==> src/rtl/dtb_pkg.sv <==
// Shared types and default sizing for the trace-buffer memory controller.
package dtb_pkg;

  localparam int TRB_WIDTH = 32;
  localparam int TRB_DEPTH = 8;
  localparam int TRB_AW    = $clog2(TRB_DEPTH);

  typedef enum logic [2:0] {
    ST_IDLE,
    ST_TRC_ACC,
    ST_TRC_ACK,
    ST_TRC_REL,
    ST_HOST_ACC,
    ST_HOST_VAL,
    ST_CLEAR
  } mem_state_t;

  // Tracer exchange captured in ST_IDLE and replayed in ST_TRC_ACC.
  typedef struct packed {
    logic [TRB_AW-1:0]    rd_addr;
    logic [TRB_AW-1:0]    wr_addr;
    logic [TRB_WIDTH-1:0] wdata;
  } mem_req_t;

endpackage

==> src/rtl/trb_mem_array.sv <==
// Plain synchronous read-first RAM, one write and one read port; drop-in point for vendor BRAM.
module trb_mem_array #(
  parameter int WIDTH = 32,
  parameter int DEPTH = 8,
  localparam int AW = $clog2(DEPTH)
) (
  input  logic             clk_i,
  input  logic             we_i,
  input  logic [AW-1:0]    waddr_i,
  input  logic [WIDTH-1:0] wdata_i,
  input  logic [AW-1:0]    raddr_i,
  output logic [WIDTH-1:0] rdata_o
);

  logic [WIDTH-1:0] mem_q [DEPTH];
  logic [WIDTH-1:0] rdata_q;

  // Read and write in one block so a same-address access returns the old word.
  always_ff @(posedge clk_i) begin
    if (we_i) begin
      mem_q[waddr_i] <= wdata_i;
    end
    rdata_q <= mem_q[raddr_i];
  end

  assign rdata_o = rdata_q;

endmodule

==> src/rtl/trb_mem_ctrl.sv <==
// Trace memory controller: tracer write-then-read exchange, host reads, clear sweep.
// Optional even parity per word when TRB_MEM_PARITY_EN is defined (adds PARITY_ERR_O).
module trb_mem_ctrl
  import dtb_pkg::*;
#(
  parameter int WIDTH = TRB_WIDTH,
  parameter int DEPTH = TRB_DEPTH,
  localparam int AW = $clog2(DEPTH)
) (
  input  logic             FPGA_CLK_I,
  input  logic             RST_,
  input  logic             RW_I,
  input  logic [AW-1:0]    READ_ADDR_I,
  input  logic [AW-1:0]    WRITE_ADDR_I,
  input  logic [WIDTH-1:0] DATA_I,
  output logic [WIDTH-1:0] DATA_O,
  output logic             ACK_O,
  input  logic             HOST_REQ_I,
  input  logic [AW-1:0]    HOST_ADDR_I,
  output logic [WIDTH-1:0] HOST_DATA_O,
  output logic             HOST_VALID_O,
  input  logic             CLEAR_I,
`ifdef TRB_MEM_PARITY_EN
  output logic             PARITY_ERR_O,
`endif
  output logic             BUSY_O
);

`ifdef TRB_MEM_PARITY_EN
  localparam int MW = WIDTH + 1;
`else
  localparam int MW = WIDTH;
`endif

  mem_state_t       state_q, state_d;
  mem_req_t         req_q, req_d;
  logic [AW-1:0]    host_addr_q, host_addr_d;
  logic [WIDTH-1:0] data_q, data_d;
  logic [WIDTH-1:0] hdata_q, hdata_d;
  logic [AW-1:0]    cnt_q, cnt_d;
  logic             clr_pend_q, clr_pend_d;
  logic             dispatch;

  logic             ram_we;
  logic [AW-1:0]    ram_waddr, ram_raddr;
  logic [MW-1:0]    ram_wdata, ram_rdata, trc_word;
  logic [WIDTH-1:0] req_wdata, rd_word;
  logic             sweep_last;

  assign req_wdata  = WIDTH'(req_q.wdata);
  assign rd_word    = ram_rdata[WIDTH-1:0];
  assign sweep_last = (state_q == ST_CLEAR) && (cnt_q == AW'(DEPTH - 1));

`ifdef TRB_MEM_PARITY_EN
  assign trc_word = {^req_wdata, req_wdata};
`else
  assign trc_word = req_wdata;
`endif

  trb_mem_array #(
    .WIDTH (MW),
    .DEPTH (DEPTH)
  ) u_array (
    .clk_i   (FPGA_CLK_I),
    .we_i    (ram_we),
    .waddr_i (ram_waddr),
    .wdata_i (ram_wdata),
    .raddr_i (ram_raddr),
    .rdata_o (ram_rdata)
  );

  always_comb begin
    state_d     = state_q;
    req_d       = req_q;
    host_addr_d = host_addr_q;
    data_d      = data_q;
    hdata_d     = hdata_q;
    cnt_d       = cnt_q;
    clr_pend_d  = clr_pend_q;
    dispatch    = 1'b0;
    ram_we      = 1'b0;
    ram_waddr   = '0;
    ram_wdata   = '0;
    ram_raddr   = '0;

    if (CLEAR_I && (state_q != ST_IDLE) && (state_q != ST_CLEAR)) begin
      clr_pend_d = 1'b1;
    end

    unique case (state_q)
      ST_IDLE: dispatch = 1'b1;
      ST_TRC_ACC: begin
        ram_we    = 1'b1;
        ram_waddr = AW'(req_q.wr_addr);
        ram_wdata = trc_word;
        ram_raddr = AW'(req_q.rd_addr);
        state_d   = ST_TRC_ACK;
      end
      ST_TRC_ACK: begin
        data_d  = rd_word;
        state_d = ST_TRC_REL;
      end
      // Once the tracer lets go, serve anything queued without an extra idle cycle.
      ST_TRC_REL: begin
        if (!RW_I) begin
          state_d  = ST_IDLE;
          dispatch = 1'b1;
        end
      end
      ST_HOST_ACC: begin
        ram_raddr = host_addr_q;
        state_d   = ST_HOST_VAL;
      end
      ST_HOST_VAL: begin
        hdata_d = rd_word;
        state_d = ST_IDLE;
      end
      ST_CLEAR: begin
        ram_we    = 1'b1;
        ram_waddr = cnt_q;
        cnt_d     = cnt_q + AW'(1);
        if (sweep_last) begin
          state_d = ST_IDLE;
        end
      end
      default: state_d = ST_IDLE;
    endcase

    if (dispatch) begin
      if (CLEAR_I || clr_pend_q) begin
        state_d    = ST_CLEAR;
        clr_pend_d = 1'b0;
      end else if (RW_I) begin
        state_d       = ST_TRC_ACC;
        req_d.rd_addr = TRB_AW'(READ_ADDR_I);
        req_d.wr_addr = TRB_AW'(WRITE_ADDR_I);
        req_d.wdata   = TRB_WIDTH'(DATA_I);
      end else if (HOST_REQ_I) begin
        state_d     = ST_HOST_ACC;
        host_addr_d = HOST_ADDR_I;
      end
    end
  end

  always_ff @(posedge FPGA_CLK_I or negedge RST_) begin
    if (!RST_) begin
      state_q     <= ST_IDLE;
      req_q       <= '0;
      host_addr_q <= '0;
      data_q      <= '0;
      hdata_q     <= '0;
      cnt_q       <= '0;
      clr_pend_q  <= 1'b0;
    end else begin
      state_q     <= state_d;
      req_q       <= req_d;
      host_addr_q <= host_addr_d;
      data_q      <= data_d;
      hdata_q     <= hdata_d;
      cnt_q       <= cnt_d;
      clr_pend_q  <= clr_pend_d;
    end
  end

  // Read data is shown straight from the RAM in the pulse cycle, then held.
  assign ACK_O        = (state_q == ST_TRC_ACK);
  assign DATA_O       = ACK_O ? rd_word : data_q;
  assign HOST_VALID_O = (state_q == ST_HOST_VAL);
  assign HOST_DATA_O  = HOST_VALID_O ? rd_word : hdata_q;
  assign BUSY_O       = (state_q == ST_CLEAR);

`ifdef TRB_MEM_PARITY_EN
  logic err_q, err_d;

  always_comb begin
    err_d = err_q;
    if ((ACK_O || HOST_VALID_O) && (^ram_rdata)) begin
      err_d = 1'b1;
    end
    if (sweep_last) begin
      err_d = 1'b0;
    end
  end

  always_ff @(posedge FPGA_CLK_I or negedge RST_) begin
    if (!RST_) begin
      err_q <= 1'b0;
    end else begin
      err_q <= err_d;
    end
  end

  assign PARITY_ERR_O = err_q;
`endif

endmodule

==> config.mk <==
export PLATFORM = sky130hd
export DESIGN_NAME = trb_mem_ctrl
export DESIGN_NICKNAME = d
export VERILOG_FILES = /design/src/rtl/dtb_pkg.sv /design/src/rtl/trb_mem_array.sv /design/src/rtl/trb_mem_ctrl.sv
export SDC_FILE = /design/constraint.sdc
export NUM_CORES = 1
export LEC_CHECK = 0
export ABC_AREA = 0
export CAP_MARGIN = 20
export CORE_ASPECT_RATIO = 1.5
export CORE_MARGIN = 8
export CORE_UTILIZATION = 32
export CTS_BUF_LIST = sky130_fd_sc_hd__clkbuf_4 sky130_fd_sc_hd__clkbuf_8
export DETAILED_ROUTE_END_ITERATION = 10
export PLACE_DENSITY_LB_ADDON = 0.2
export SYNTH_ARGS = -nofsm -noshare
export SYNTH_HDL_FRONTEND = slang
export SYNTH_HIERARCHICAL = 1
export SYNTH_SLANG_ARGS = --single-unit
export TNS_END_PERCENT = 10
==> constraint.sdc <==
create_clock -name FPGA_CLK_I -period 6.33 [get_ports FPGA_CLK_I]
set_input_delay 1.266 -clock FPGA_CLK_I [delete_from_list [all_inputs] [get_ports FPGA_CLK_I]]
set_output_delay 1.266 -clock FPGA_CLK_I [all_outputs]
set_load 0.02 [all_outputs]
==> impl_metrics.ini <==
[run_status]
status = complete, no violations

[logic_synthesis]
synth_most_common_cell = sky130_fd_sc_hd__edfxtp_1
syn_area_per_cell_um2 = 20.8
synth_top_cells_by_count = 256 x sky130_fd_sc_hd__edfxtp_1, 112 x sky130_fd_sc_hd__dfrtp_1, 108 x sky130_fd_sc_hd__mux2_2, 40 x sky130_fd_sc_hd__mux4_1
synthesis.nets = 782
synth-async-reset-ratio = 0.280
ys_seq_area_frac = 0.730
yosysUniqueCellTypes = 42
synth_top_cell_area_share = 0.504
synth.largest_area_cell = sky130_fd_sc_hd__edfxtp_1
synth-edff-count = 256
ys.warnings.count = 6
yosys-top-cells-area = sky130_fd_sc_hd__edfxtp_1 50%, sky130_fd_sc_hd__dfrtp_1 18%, sky130_fd_sc_hd__mux2_2 8.0%, sky130_fd_sc_hd__mux4_1 6.9%, sky130_fd_sc_hd__dfxtp_1 4.2%
dominantRegCellSynth = sky130_fd_sc_hd__edfxtp_1
synth.ff_latch_count = 400
mappedNetlistArea_um2 = 15300
synthesis.instances = 734

[critical_path]
worstSetupStartpointType = flip-flop
worstPathRequired_ps = 5060
timing_worst_setup_path_type = flip-flop to output pin
worst-endpoint-arrival_ps = 3590
timing.critical_path.fanout_max = 21
worst_r2r_startpoint = state_q[2]$_DFF_PN0_
r2r_end = u_array/rdata_o[17]$_DFF_P_
r2r_setup_slack_ps = 3000
critPathCapture = DATA_O[31]
crit_start = state_q[1]$_DFF_PN0_
setup.worst_path.end_class = output pin
reg2reg_depth = 6

[detailed_routing]
drt-initial-drc-count = 295
detail_route.first_pass.iterations = 6
antenna_left = 0
detail_route.vias_per_cell = 4.70
vias = 7280
route.detailed.wl_per_inst_um = 21.8
routed_wirelength_mm = 33.8
drc = 0

[final_layout]
area_growth_syn_to_layout_pct = 20.9
multiInputGateArea_um2 = 3920
seqCellArea_um2 = 11100
final_cell_area_um2 = 18400
final_layout_size_suffix_gt1_frac = 0.316
final-instance-count-excl-fill = 1549
num-fill-cells = 4393
fin_nets = 945

[grt]
grt_usage = 0.124
vias_in_the_first_global_route = 8098
gr-total-overflow = 0
grt_first_pass_wirelength_mm = 51.4
antenna_found_initial = 1
grt_start_max_net_pins = 62

[timing]
worst_pin_slew_ps = 1030
finalClockSkew_ps = 19.4
period_share = 0.767
fin_setup_tns_ps = 0
fin_hold_ws_ps = 488
relSlewSlack = 0.314
final-hold-violation-count = 0
clock.fmax_ghz = 0.206
setup-violations-final = 0
slew_violations = 0
min_period_ps = 4860
grt_setup_unrepaired = no

[placement]
detailed_place_hpwl_mm = 19.1
post_dp_cell_area_um2 = 17100
io_buffers = 112
globalplace.congestion = 0.661
dpl.cell_count = 1428

[clock_tree]
worstSkewPairLatency_ps = 580
tritoncts.num_buffers = 67
clk_root_buffer_cell = sky130_fd_sc_hd__clkbuf_8
postCtsSetupBuffers = 0
cts_max_path_buffers = 3
cts.reportedPaths.clkPinSlew_ps = 60
post_cts_resized = 0
tritoncts = done
htree_num_levels = 3
cts.sinks = 400
cts.hold.buffers_added = 0

[job]
maxCapViolCount = 0

[floorplanning]
fp.coreArea_um2 = 47300
floorplan.rows = 98
chipHeight_um = 283
die_area_um2 = 55100
floorplan.die.width_um = 194
design.portCount = 113
start_util = 0.322

[power_and_ir_drop]
vdd_drop_max_mv = 0.272
p_leak_nw = 6.93
power_per_cell_area_nw_per_um2 = 449

[worst_hold_path]
hold_path.class = flip-flop to flip-flop
[per-layer routing]
| metal | track usage | vias to the layer above | share of wire |
|---|---|---|---|
| met3 | 0.0300 | 59 | 0.050 |
| met1 | 0.147 | 3818 | 0.41 |
| met4 | 0.0459 | 0 | 0.022 |
| li1 | - | 3237 | - |
| met5 | 0 | - | 0 |
| met2 | 0.216 | 166 | 0.51 |
[cell type report]
cell class	instances	share of cell area
repair buffers	130	0.0704
inverters	4	0.000814
well taps	600	0.0407
multi-input cells	294	0.212
clock inverters	20	0.00611
diodes	1	0.000136
flip-flops and latches	400	0.604
clock buffers	100	0.0658
[cells in the final DEF (no fill, tap or decap), types with 2 or more instances in the layout]
cell type / Yosys / layout
sky130_fd_sc_hd__edfxtp_1: 256 / 256
sky130_fd_sc_hd__dfrtp_1: 112 / 112
sky130_fd_sc_hd__clkdlybuf4s50_1: 0 / 111
sky130_fd_sc_hd__mux2_2: 108 / 108
sky130_fd_sc_hd__clkbuf_8: 0 / 74
sky130_fd_sc_hd__mux4_1: 40 / 40
sky130_fd_sc_hd__and2_1: 32 / 32
sky130_fd_sc_hd__dfxtp_1: 32 / 32
sky130_fd_sc_hd__clkbuf_4: 0 / 26
sky130_fd_sc_hd__mux4_2: 24 / 24
sky130_fd_sc_hd__mux2_4: 20 / 20
sky130_fd_sc_hd__buf_4: 4 / 14
sky130_fd_sc_hd__clkinv_1: 0 / 12
sky130_fd_sc_hd__nor2_4: 1 / 10
sky130_fd_sc_hd__mux2_1: 9 / 9
sky130_fd_sc_hd__nand2_1: 9 / 9
sky130_fd_sc_hd__clkinv_2: 0 / 6
sky130_fd_sc_hd__a22oi_1: 5 / 5
sky130_fd_sc_hd__nand2b_1: 4 / 4
sky130_fd_sc_hd__a22o_1: 3 / 3
sky130_fd_sc_hd__inv_1: 3 / 3
sky130_fd_sc_hd__nand3b_1: 2 / 2
sky130_fd_sc_hd__nor3b_4: 2 / 2
sky130_fd_sc_hd__nor2b_1: 2 / 2
sky130_fd_sc_hd__nor3b_1: 2 / 2
sky130_fd_sc_hd__a21oi_1: 2 / 2
sky130_fd_sc_hd__nor2_1: 11 / 2
sky130_fd_sc_hd__xnor2_1: 2 / 2
sky130_fd_sc_hd__ha_1: 2 / 2
sky130_fd_sc_hd__buf_8: 0 / 2
sky130_fd_sc_hd__buf_12: 0 / 2
sky130_fd_sc_hd__nor3_2: 0 / 2
[power by group]
| part | switching [mW] | total [mW] | internal (mW) | leakage (nW) |
|---|---|---|---|---|
| clock | 0.986 | 2.25 | 1.26 | 0.708 |
| sequential | 0.249 | 3.63 | 3.38 | 4.20 |
| combinational | 1.19 | 2.40 | 1.21 | 2.02 |
| total | 2.42 | 8.28 | 5.85 | 6.93 |
[registers in the layout, summed over array words and instances (netlist names)]
register         cells
req_q                6
clr_pend_q           1
data_q              32
host_addr_q          3
u_array/mem_q      256
hdata_q             32
req_wdata           32
cnt_q                3
u_array/rdata_o     32
state_q              3
[per-stage QoR]
stage / power (mW) / util / setup WS (ps)
final: 8.28 / 0.390 / 1470
after global routing: 8.76 / 0.390 / 1210
after CTS: 8.49 / 0.390 / 1280
after detailed placement: 6.16 / 0.362 / 1950
after global placement: 6.12 / 0.361 / 2000
after floorplan: 5.10 / - / 2300
[cells by family after synthesis]
family,after synthesis,synth area share
adders and majority gates,2,0.00164
buffers and inverters,40,0.0187
DFF,400,0.730
AOI/OAI and AO/OA,15,0.00779
muxes,201,0.210
and+or+nand+nor,74,0.0308
xor gates and xnor gates,2,0.00115
[critical path, cell delays in order, from the launching register on]
cell                              delay [ps]
sky130_fd_sc_hd__dfrtp_1                 810
sky130_fd_sc_hd__nor3b_4                 950
sky130_fd_sc_hd__buf_12                  280
sky130_fd_sc_hd__mux2_2                  370
sky130_fd_sc_hd__clkdlybuf4s50_1         540
[how the worst min path moves through the flow]
stage / from / end / slack (ps) / depth (start not counted)
2_1_floorplan: req_wdata[0]$_DFFE_PN0P_ / req_wdata[0]$_DFFE_PN0P_ / 460 / 1
3_3_place_gp: data_q[17]$_DFF_PN0_ / data_q[17]$_DFF_PN0_ / 470 / 1
3_5_place_dp: data_q[2]$_DFF_PN0_ / data_q[2]$_DFF_PN0_ / 480 / 1
4_1_cts: req_wdata[31]$_DFFE_PN0P_ / req_wdata[31]$_DFFE_PN0P_ / 490 / 1
5_1_grt: data_q[19]$_DFF_PN0_ / data_q[19]$_DFF_PN0_ / 510 / 1
6_report: data_q[2]$_DFF_PN0_ / data_q[2]$_DFF_PN0_ / 490 / 1
(Power assumes the default switching activity.)
